$ cat config.mk
export PLATFORM = sky130hd
export DESIGN_NAME = rice_stream_writer
export DESIGN_NICKNAME = d
export VERILOG_FILES = /design/src/rtl/rice_stream_writer_pkg.sv /design/src/rtl/rice_zigzag_map.sv /design/src/rtl/rice_stream_writer.sv
export SDC_FILE = /design/constraint.sdc
export NUM_CORES = 1
export LEC_CHECK = 0
export BUFFER_PORTS_ARGS = -buffer_cell sky130_fd_sc_hd__buf_2
export CORE_MARGIN = 3
export CORE_UTILIZATION = 40
export DETAILED_ROUTE_END_ITERATION = 6
export GPL_ROUTABILITY_DRIVEN = 0
export GPL_TIMING_DRIVEN = 0
export SYNTH_ARGS = -nofsm -noshare
export SYNTH_HDL_FRONTEND = slang
export SYNTH_SLANG_ARGS = --single-unit
export TNS_END_PERCENT = 5
$ cat constraint.sdc
create_clock -name iClock -period 3.6 [get_ports iClock]
set_input_delay 1.08 -clock iClock [delete_from_list [all_inputs] [get_ports iClock]]
set_output_delay 1.08 -clock iClock [all_outputs]
set_load 0.01 [all_outputs]
$ cat src/rtl/rice_stream_writer_pkg.sv
// Shared FLAC Rice definitions: default widths, writer/reader FSM encoding and
// the zigzag width rule (u is as wide as the residual; the full range folds losslessly).
package rice_stream_writer_pkg;

  localparam int RICE_RES_WIDTH   = 16;
  localparam int RICE_PARAM_WIDTH = 4;

  localparam logic [1:0] ST_IDLE  = 2'd0;
  localparam logic [1:0] ST_UNARY = 2'd1;
  localparam logic [1:0] ST_STOP  = 2'd2;
  localparam logic [1:0] ST_REM   = 2'd3;

  function automatic int zz_width(input int res_width);
    return res_width;
  endfunction

endpackage

$ cat src/rtl/rice_zigzag_map.sv
// Combinational zigzag fold (signed x -> unsigned u); INVERSE=1 unfolds u -> x.
// Zero latency, no flow control.
module rice_zigzag_map #(
  parameter int W       = 16,
  parameter bit INVERSE = 1'b0
) (
  input  logic [W-1:0] data_i,
  output logic [W-1:0] data_o
);

  always_comb begin
    if (!INVERSE) begin
      data_o = {data_i[W-2:0], 1'b0} ^ {W{data_i[W-1]}};
    end else begin
      data_o = {1'b0, data_i[W-1:1]} ^ {W{data_i[0]}};
    end
  end

endmodule

$ cat src/rtl/rice_stream_writer.sv
// Serialises one Rice codeword per accepted residual, one bit per transfer; first bit
// the cycle after accept; iReady low freezes everything; back-to-back accept on the last bit.
module rice_stream_writer
  import rice_stream_writer_pkg::*;
#(
  parameter int RES_WIDTH   = RICE_RES_WIDTH,
  parameter int PARAM_WIDTH = RICE_PARAM_WIDTH
) (
  input  logic                   iClock,
  input  logic                   iReset,
  input  logic                   iValid,
  output logic                   oReady,
  input  logic [RES_WIDTH-1:0]   iResidual,
  input  logic [PARAM_WIDTH-1:0] iRiceParam,
  output logic                   oData,
  output logic                   oValid,
  input  logic                   iReady,
  output logic                   oLast
);

  localparam int UW = zz_width(RES_WIDTH);
  localparam logic [RES_WIDTH-1:0]   Q_ONE = RES_WIDTH'(1);
  localparam logic [PARAM_WIDTH-1:0] K_ONE = PARAM_WIDTH'(1);

  logic [1:0]             state_q, state_d;
  logic [RES_WIDTH-1:0]   q_cnt_q, q_cnt_d;
  logic [RES_WIDTH-1:0]   r_q, r_d;
  logic [PARAM_WIDTH-1:0] k_q, k_d;
  logic [PARAM_WIDTH-1:0] idx_q, idx_d;
  logic                   rdy_en_q;

  logic [UW-1:0]        zz_u;
  logic [RES_WIDTH-1:0] new_q, new_r;
  logic                 xfer, accept;

  rice_zigzag_map #(.W(UW), .INVERSE(1'b0)) u_zigzag (
    .data_i (iResidual),
    .data_o (zz_u)
  );

  assign new_q = zz_u >> iRiceParam;
  assign new_r = zz_u & ~({UW{1'b1}} << iRiceParam);

  always_comb begin
    oValid = (state_q != ST_IDLE);
    oData  = 1'b0;
    case (state_q)
      ST_UNARY: oData = 1'b1;
      ST_REM:   oData = r_q[idx_q];
      default:  oData = 1'b0;
    endcase
    oLast  = ((state_q == ST_STOP) && (k_q == '0)) || ((state_q == ST_REM) && (idx_q == '0));
    xfer   = oValid && iReady;
    // rdy_en_q keeps oReady low until the first edge after reset is released
    oReady = rdy_en_q && ((state_q == ST_IDLE) || (xfer && oLast));
    accept = iValid && oReady;
  end

  always_comb begin
    state_d = state_q;
    q_cnt_d = q_cnt_q;
    r_d     = r_q;
    k_d     = k_q;
    idx_d   = idx_q;
    if (xfer) begin
      case (state_q)
        ST_UNARY: begin
          q_cnt_d = q_cnt_q - Q_ONE;
          if (q_cnt_q == Q_ONE) state_d = ST_STOP;
        end
        ST_STOP: begin
          if (k_q != '0) begin
            state_d = ST_REM;
            idx_d   = k_q - K_ONE;
          end else begin
            state_d = ST_IDLE;
          end
        end
        ST_REM: begin
          if (idx_q == '0) state_d = ST_IDLE;
          else             idx_d   = idx_q - K_ONE;
        end
        default: state_d = ST_IDLE;
      endcase
    end
    if (accept) begin
      state_d = (new_q != '0) ? ST_UNARY : ST_STOP;
      q_cnt_d = new_q;
      r_d     = new_r;
      k_d     = iRiceParam;
    end
  end

  always_ff @(posedge iClock) begin
    if (!iReset) begin
      state_q  <= ST_IDLE;
      q_cnt_q  <= '0;
      r_q      <= '0;
      k_q      <= '0;
      idx_q    <= '0;
      rdy_en_q <= 1'b0;
    end else begin
      state_q  <= state_d;
      q_cnt_q  <= q_cnt_d;
      r_q      <= r_d;
      k_q      <= k_d;
      idx_q    <= idx_d;
      rdy_en_q <= 1'b1;
    end
  end

endmodule

==> results of run 1 <==
-- layer usage --
metal / part of all wire, % / routed length, um / GRT usage (%)
met1: 48 / 4390 / 25.3
met2: 47 / 4290 / 31.5
met3: 3.3 / 300 / 2.17
met4: 1.2 / 113 / 4.10
met5: 0 / 0 / 0
-- final cells by class --
cell class / count / area (um^2) / area share (%)
repair buffers: 24 / 120 / 3.11
clock inverters: 3 / 68.8 / 1.78
well taps: 105 / 131 / 3.40
plain buffers: 30 / 195 / 5.05
multi-input cells: 322 / 2400 / 62.1
inverters: 10 / 40.0 / 1.04
clock buffers: 5 / 68.8 / 1.78
flip-flops and latches: 42 / 841 / 21.8
-- cell usage in the layout, fill, tap and decap left out, drive strengths merged, types with 2 or more instances in the layout --
| cell | n |
|---|---|
| nor2 | 45 |
| dfxtp | 42 |
| a21oi | 40 |
| nand2 | 32 |
| buf | 31 |
| clkbuf | 28 |
| xnor2 | 26 |
| mux2i | 20 |
| nor3 | 20 |
| xor2 | 18 |
| mux4 | 16 |
| a211oi | 11 |
| o21ai | 10 |
| inv | 10 |
| nand3 | 9 |
| nor4 | 7 |
| ha | 7 |
| nand3b | 5 |
| nand4 | 5 |
| nor2b | 4 |
| o211ai | 4 |
| or4 | 3 |
| nor3b | 3 |
| a22o | 3 |
| and2 | 3 |
| a21o | 2 |
| and3 | 2 |
| or2 | 2 |
| and2b | 2 |
| a22oi | 2 |
| mux2 | 2 |
| o31ai | 2 |
| nand2b | 2 |
| bufinv | 2 |
| a221oi | 2 |
| o311a | 2 |
-- synthesized netlist by cell type, types with 5 or more instances --
cell	number	share of area, %
nand3b_1	5	1.1
clkbuf_1	17	1.8
xnor2_1	24	6.0
mux4_2	5	3.2
nand2_1	32	3.5
a21oi_1	40	5.8
dfxtp_1	42	24
nor4_1	7	1.3
mux4_1	11	8.3
mux2i_1	20	5.8
xor2_1	18	4.5
inv_1	8	0.86
nand3_1	9	1.3
nor2_1	45	4.9
clkbuf_8	5	2.0
nor3_1	20	2.9
a211oi_1	11	2.4
ha_1	7	2.5
o21ai_0	9	1.3
nand4_1	5	0.90
-- worst paths after layout --
| kind | from | endpoint | slack [ps] | cells after the start |
|---|---|---|---|---|
| min reg2reg | r_q[9] | r_q[9] | 460 | 2 |
| max reg2reg | idx_q[0] | state_q[0] | 860 | 8 |
| min | r_q[9] | r_q[9] | 460 | 2 |
| max | idx_q[0] | oData | 160 | 5 |
-- where the power goes --
part | internal [mW] | switching (mW)
sequential | 0.496 | 0.0239
combinational | 0.193 | 0.262
clock | 0.278 | 0.179
total | 0.967 | 0.464
-- per-stage QoR --
step	utilization [%]	instance area, um^2
2_1_floorplan	-	3480
3_3_place_gp	44.7	3730
3_5_place_dp	44.7	3730
4_1_cts	46.3	3860
5_1_grt	46.3	3860
6_report	46.3	3860
-- state kept, by name (all words and copies together) (netlist names) --
name,count
q_cnt_q,16
r_q,15
idx_q,4
k_q,4
state_q,2
rdy_en_q,1
-- cells by family after synthesis --
logic type      Yosys count
compound gates           84
xor+xnor                 44
fa+ha+maj                 7
buf+inv                  40
flops                    42
mux                      38
simple gates            149
-- tightest hold or removal path, stage by stage (launching register included) --
cell	delay (ps)
dfxtp_1	320
nand2_1	50
a21oi_1	50
==> results by group, run 1 <==
Layout
  – Fill count: 872
  – N_diodes: 0
  – Non-Filler Instances: 541
  – Syn-to-layout area delta: 11.2%
  – Final nets: 466
  – Layout cell share with drive strength beyond 1: 15.8%

Synthesis
  – Post-synthesis mux area share: 18.0%
  – Syn Area/Cell: 8.60 um^2
  – Post-synth EDFFs: 0
  – Ys flop type: dfxtp_1
  – Post-synthesis xor/xnor area fraction: around 12%
  – Post-Synth Simple-Gate Area: a little over a fifth
  – Synth Instances: 404
  – Post-synthesis sequential area ratio: 24.2%
  – Unique masters post-synth: 59
  – Largest family of logic cells by synthesized area: simple AND/OR/NAND/NOR gates
  – Yosys reg bits: 42
  – Asr flop ratio synth: 0%
  – Synth Cell Area: 0.00348 mm^2
  – Adder-cell share of the synthesized area: about 2.5%
  – Mapped Nets: 435
  – Complex-gate fraction of the synthesized area: 15.9%
  – Ys Warns: 0

CTS
  – Hold-fix buffers, CTS: 0
  – CTS buffer count: 5
  – Sink Count: 42
  – Post-CTS Setup Repair Bufs: 0
  – Worst-path clk slew: around 90 ps
  – CTS tree: built
  – Clk root buf: clkbuf_8
  – H-tree level count: 2
  – Max clock buf depth: 2
  – Cts repair resizes: 0
  – Clk Latency, worst-skew pair: around 300 ps

Place
  – Placed cell count: 533
  – Worst slack at placement: 11.6 ps
  – PortBufs: 24
  – Detailed-placement wirelength estimate: around 7000 um

Route
  – Routed WL per cell: around 17 um
  – Overall routed net length: 9100 um
  – DRT antenna net count: 0
  – Drt first pass iters: 4
  – Drt drc: 0
  – DR vias: about 3000
  – Via density: around 5.7
  – 1st-iter DRT viols: 136

STA
  – Tightest Pin Transition: 675 ps
  – Final setup TNS: 0 ps
  – Tmin final: 3440 ps
  – Period utilisation layout: a little over nine tenths
  – Achievable frequency: 290 MHz
  – Worst Clk Skew: 8.04 ps
  – Min Hold Slack: 464 ps
  – RSZ-0062 raised after global routing: false
  – Final worst slack: 158 ps
  – Final slew viol count: 0
  – Final Hold Fails: 0
  – Slew headroom: 54.6%
  – Final setup violation count: 0

Setup path
  – Critical-path cell list: clkbuf_1 -> mux4_2 -> mux4_2 -> a21o_1 -> buf_2
  – Critical path's top delay family: multiplexers
  – CP max stage cell: mux4_2
  – WP buf/inv: 2
  – Worst Path Arrival: 2360 ps
  – Data required, critical path: around 2500 ps
  – Crit path kind: register to output port
  – Top cell by count, worst path: mux4_2
  – Worst setup SP type: register
  – CP endpoint kind: output port
  – Crit path largest cell delay: 570 ps
  – Crit-path max FO: 8

Floorplanning
  – I/O pins: 28
  – Chip width: 99.2 um
  – Die height: just under 100 um
  – Core ar.: 0.00834 mm^2
  – Die area: 0.00984 mm^2
  – Starting Density: 41.7%
  – Row cnt: 33

Global routing
  – Largest net degree at the start of global routing: 15
  – First-pass GRT wire length: 14900 um
  – Vias in the first global route: 2934
  – Total grt overflow: 0
  – Gr usage total: a little under a fifth
  – Initial antenna violation count: 0

Outcome
  – Outcome: complete, no violations

Power
  – Lkg Pwr: 1.53 nW
  – Power density over the cells: 370 mW/mm^2
  – Maximum vdd ir drop: 0.244 mV
  – Tot Pwr: 1.43 mW

Hold path
  – Hold WC Path Type: register to register

Job
  – Total of max-cap violations: 0
(Power assumes the default switching activity.)
==> run 2: changes to the inputs <==
CORE_UTILIZATION = 30   (was 40)
==> run 2 against run 1 <==
  * Hold slack barely moved
  * Clock power decreased by 4.8%
  * Worst setup slack gained 21 ps
  * Critical endpoint unchanged
  * Largest cell class unchanged
==> results by group, run 2 (same netlist as run 1, synthesis figures left out) <==
Outcome
  – Outcome: complete, no violations

Job
  – Total of max-cap violations: 0

Layout
  – N_diodes: 0
  – Sequential Area: roughly 840 um^2
  – Multi-input logic area: 0.00240 mm^2
  – Max reg flops: 16
  – Most frequent cells in the layout: nor2_1 (45), dfxtp_1 (42), a21oi_1 (40)
  – Commonest non-fill, non-tap cell in the layout: nor2_1
  – Fill count: 1153
  – Non-Filler Instances: 576
  – Top Registers: q_cnt_q: 16 flops, r_q: 15 flops
  – Final nets: roughly 470
  – Syn-to-layout area delta: 12.6%
  – Reg with most FFs: q_cnt_q
  – Layout cell share with drive strength beyond 1: around 16%

Setup path
  – FF-to-FF End: state_q[0]
  – Critical-path cell list: clkbuf_1 -> mux4_2 -> mux4_2 -> a21o_1 -> buf_2
  – Worst Path Arrival: 2340 ps
  – Data required, critical path: 2520 ps
  – R2R setup slack: between 700 and 800 ps
  – Top cell by count, worst path: mux4_2
  – Reg-to-Reg Start: idx_q[0]
  – CP max stage cell: mux4_2
  – Worst Reg-to-Reg Cells: 8
  – Crit path kind: register to output port
  – CP endpoint kind: output port
  – Worst setup SP type: register
  – Crit-path max FO: 8
  – Crit path largest cell delay: 570 ps

Floorplanning
  – Core ar.: 0.0111 mm^2
  – Die area: 0.0129 mm^2
  – I/O pins: 28
  – Row cnt: 38
  – Chip width: 114 um
  – Die height: 114 um
  – Starting Density: 31.4%

Route
  – Routed WL per cell: 16.3 um
  – DR vias: between 3000 and 4000
  – DRT antenna net count: 0
  – Drt drc: 0
  – Via density: 5.42
  – Overall routed net length: 9390 um
  – 1st-iter DRT viols: 232
  – Drt first pass iters: 5

Global routing
  – Largest net degree at the start of global routing: 14
  – Vias in the first global route: 3098
  – Total grt overflow: 0
  – First-pass GRT wire length: 15900 um
  – Gr usage total: approximately 15%
  – Initial antenna violation count: 0

CTS
  – CTS buffer count: 5
  – Post-CTS Setup Repair Bufs: 0
  – Cts repair resizes: 0
  – Clk Latency, worst-skew pair: 280 ps
  – Hold-fix buffers, CTS: 0
  – Sink Count: 42
  – H-tree level count: 2
  – Clk root buf: clkbuf_16
  – Max clock buf depth: 2
  – Worst-path clk slew: 60 ps
  – CTS tree: built

Hold path
  – Worst Min Path Start: r_q[8]
  – Hold EP: r_q[8]
  – Hold depth: 2
  – Hold WC Path Type: register to register

Power
  – Lkg Pwr: 1.53 nW
  – Logic pwr share: 32.4%
  – Clk pwr share: 30.8%
  – Seq pwr share: 36.8%
  – P_sw: 0.467 mW
  – Maximum vdd ir drop: 0.173 mV
  – Power density over the cells: 361 mW/mm^2
  – Sw frac: 33.0%
  – Internal power: 0.946 mW

STA
  – Final setup violation count: 0
  – Final Hold Fails: 0
  – RSZ-0062 raised after global routing: false
  – Min Hold Slack: 464 ps
  – Final slew viol count: 0
  – Period utilisation layout: 95.0%
  – Tightest Pin Transition: 704 ps
  – Slew headroom: between 50% and 60%
  – Worst Clk Skew: approximately 4.5 ps
  – Achievable frequency: 292 MHz
  – Final setup TNS: 0 ps
  – Tmin final: 3420 ps

Place
  – PortBufs: 24
  – Detailed-placement wirelength estimate: a little over 7000 um
  – Placed cell count: 568
## run 2: changes by cell type in the layout (fill, tap and decap cells not counted), sizes merged
cell	change
bufinv	-2
clkbuf	+1
clkinv	+1
## run 2: worst max-delay path by stage
stage,start,to,slack [ps],cells past startpoint
after CTS,idx_q[0],oData,160,5
after detailed placement,iRiceParam[0],state_q[0],40,8
final,idx_q[0],oData,180,5
after global routing,idx_q[0],oData,70,5
after global placement,iRiceParam[0],state_q[0],20,8
after floorplan,iResidual[7],state_q[0],540,8
## run 2: routing by layer
layer	share of wire [%]	GRT usage [%]
met1	48	20.5
met2	47	25.1
met3	3.7	2.12
met4	1.5	3.77
met5	0	0
## run 2: worst max-delay path, delay by kind of cell, from the launching register on
kind	cells	cell delay, ps
buffers and inverters	2	490
multiplexers	2	1070
flip-flops	1	300
AO/OA/AOI/OAI	1	190
## run 2: final cells by class
class	count	area share [%]
Multi-Input combinational cell	322	61.3
Sequential cell	42	21.5
Clock inverter	2	0.352
Timing Repair Buffer	24	3.07
Buffer	30	4.99
Clock buffer	6	3.29
Inverter	10	1.02
Tap cell	140	4.48
## run 2: through the flow
stage / setup slack [ps] / cell area, um^2 / util [%] / total power, mW
floorplan: 544 / 3480 / - / 0.862
global placement: 24.7 / 3770 / 34.0 / 0.978
detailed placement: 43.2 / 3770 / 34.0 / 0.982
CTS: 163 / 3910 / 35.3 / 1.42
global route: 66.1 / 3910 / 35.3 / 1.50
finish: 179 / 3910 / 35.3 / 1.41
## run 2: power by group through the flow
| stage | Clock, mW | Sequential [mW] | Combinational [mW] |
|---|---|---|---|
| floorplan | 0 | 0.524 | 0.338 |
| global placement | 0 | 0.529 | 0.448 |
| detailed placement | 0 | 0.530 | 0.452 |
| CTS | 0.441 | 0.520 | 0.456 |
| global route | 0.465 | 0.525 | 0.507 |
| finish | 0.435 | 0.521 | 0.457 |
==> run 3: changes to the inputs <==
CORE_UTILIZATION = 45   (was 30)
clock period = 4.05 ns   (was 3.6 ns; I/O delays follow)
==> run 3 against run 2 <==
  * Clock skew increased by 4.4 ps
  * Sequential power is 11% lower
  * Core utilization increased by 16 points
  * Flip-flop and latch count did not move
  * Via count fell by 0.32%
  * Wire length decreased by 1.6%
  * Combinational power shrank 11%
  * Non-clock buffer count unchanged
  * Die area shrank 32%
  * Global-route usage is 7.3 points higher
==> results by group, run 3 (same netlist as run 1, synthesis figures left out) <==
CTS
  – Sink Count: 42
  – Clk root buf: clkbuf_8
  – Worst-path clk slew: 80 ps
  – Cts repair resizes: 0
  – Max clock buf depth: 2
  – H-tree level count: 2
  – CTS buffer count: 5
  – Clk Latency, worst-skew pair: slightly below 300 ps
  – Post-CTS Setup Repair Bufs: 0
  – Hold-fix buffers, CTS: 0
  – CTS tree: built

Global routing
  – Vias in the first global route: 3058
  – First-pass GRT wire length: 15600 um
  – Gr usage total: 22.3%
  – Largest net degree at the start of global routing: 14
  – Total grt overflow: 0
  – Initial antenna violation count: 0

Layout
  – Top Registers: q_cnt_q: 16 flops, r_q: 15 flops
  – Layout cell share with drive strength beyond 1: 15.8%
  – N_diodes: 0
  – Fill count: roughly 730
  – Final nets: 466
  – Commonest non-fill, non-tap cell in the layout: nor2_1
  – Most frequent cells in the layout: nor2_1 (45), dfxtp_1 (42), a21oi_1 (40)
  – Max reg flops: 16
  – Reg with most FFs: q_cnt_q
  – Post-layout util: around half
  – Syn-to-layout area delta: 9.76%

Setup path
  – Top cell by count, worst path: mux4_2
  – Worst Path Arrival: approximately 2300 ps
  – Critical Path Stages: 5
  – CP endpoint kind: output port
  – Crit path kind: register to output port
  – Reg-to-Reg Start: idx_q[0]
  – Worst setup SP type: register
  – FF-to-FF End: state_q[0]
  – WP buf/inv: 2
  – Worst Setup SP: idx_q[0]
  – Setup crit end: oData
  – R2R setup slack: 1130 ps
  – CP max stage cell: mux4_2
  – Critical path's top delay family: multiplexers
  – Data required, critical path: 2830 ps
  – Crit-path max FO: 8
  – Crit path largest cell delay: approximately 570 ps
  – Worst Reg-to-Reg Cells: 8
  – Critical-path cell list: clkbuf_1 -> mux4_2 -> mux4_2 -> a21o_1 -> buf_2

Floorplanning
  – I/O pins: 28
  – Row cnt: 31
  – Chip width: about 94 um
  – Core ar.: 0.00737 mm^2
  – Die height: 93.9 um
  – Die area: around 0.0088 mm^2
  – Starting Density: 47.2%

STA
  – Slew headroom: 56.2%
  – Tmin final: 3550 ps
  – Final slew viol count: 0
  – Tightest Pin Transition: 650 ps
  – Final setup violation count: 0
  – RSZ-0062 raised after global routing: false
  – Period utilisation layout: roughly 88%
  – Final setup TNS: 0 ps
  – Final Hold Fails: 0
  – Worst Clk Skew: 8.87 ps
  – Min Hold Slack: roughly 460 ps
  – Achievable frequency: 282 MHz

Power
  – Power density over the cells: 302 mW/mm^2
  – Maximum vdd ir drop: 0.204 mV
  – Lkg Pwr: 1.50 nW
  – Tot Pwr: approximately 1.2 mW

Route
  – Drt first pass iters: 4
  – Overall routed net length: 9240 um
  – Via density: between 5 and 6
  – Drt drc: 0
  – Routed WL per cell: roughly 17 um
  – DR vias: 3114
  – 1st-iter DRT viols: 184
  – DRT antenna net count: 0

Job
  – Total of max-cap violations: 0

Place
  – Detailed-placement wirelength estimate: a little over 7000 um
  – PortBufs: 24

Outcome
  – Outcome: complete, no violations

Hold path
  – Hold WC Path Type: register to register
run 3: tightest hold or removal path: cells and delay by family, from the launching register on:
family / cells / cell delay, ps
flops: 1 / 320
compound gates: 1 / 50
simple gates: 1 / 50
run 3: area by class of cell:
type,count,area (um^2),area share (%)
multi-input combinational,322,2400,62.9
sequential,42,841,22.0
buffer,30,195,5.12
tap,99,124,3.25
timing repair buffer,24,120,3.15
clock buffer,6,82.6,2.16
inverter,10,40.0,1.05
clock inverter,2,12.5,0.328
run 3: layer usage:
metal  routed length (um)  share of wire [%]  track usage (%)
met3                  441                4.8             2.88
met5                    0                  0                0
met4                   60               0.65             3.37
met2                 4360                 47             37.4
met1                 4380                 47             31.2
run 3: power breakdown:
part	total, mW	switching (mW)	internal, mW
logic	0.408	0.237	0.171
clock network	0.283	0.146	0.137
registers	0.462	0.0208	0.441
run 3: worst min-delay path by stage:
| stage | endpoint | cells after the start | start |
|---|---|---|---|
| finish | r_q[9] | 2 | r_q[9] |
| global route | r_q[8] | 2 | r_q[8] |
| CTS | r_q[8] | 2 | r_q[8] |
| detailed placement | r_q[7] | 2 | r_q[7] |
| global placement | r_q[8] | 2 | r_q[8] |
| floorplan | r_q[7] | 2 | r_q[7] |
run 3: through the flow:
| step | setup WS, ps | std cells | cell area (um^2) |
|---|---|---|---|
| floorplan | 859 | 404 | 3480 |
| global placement | 366 | 527 | 3720 |
| detailed placement | 290 | 527 | 3720 |
| CTS | 474 | 535 | 3810 |
| global route | 392 | 535 | 3810 |
| finish | 500 | 535 | 3810 |
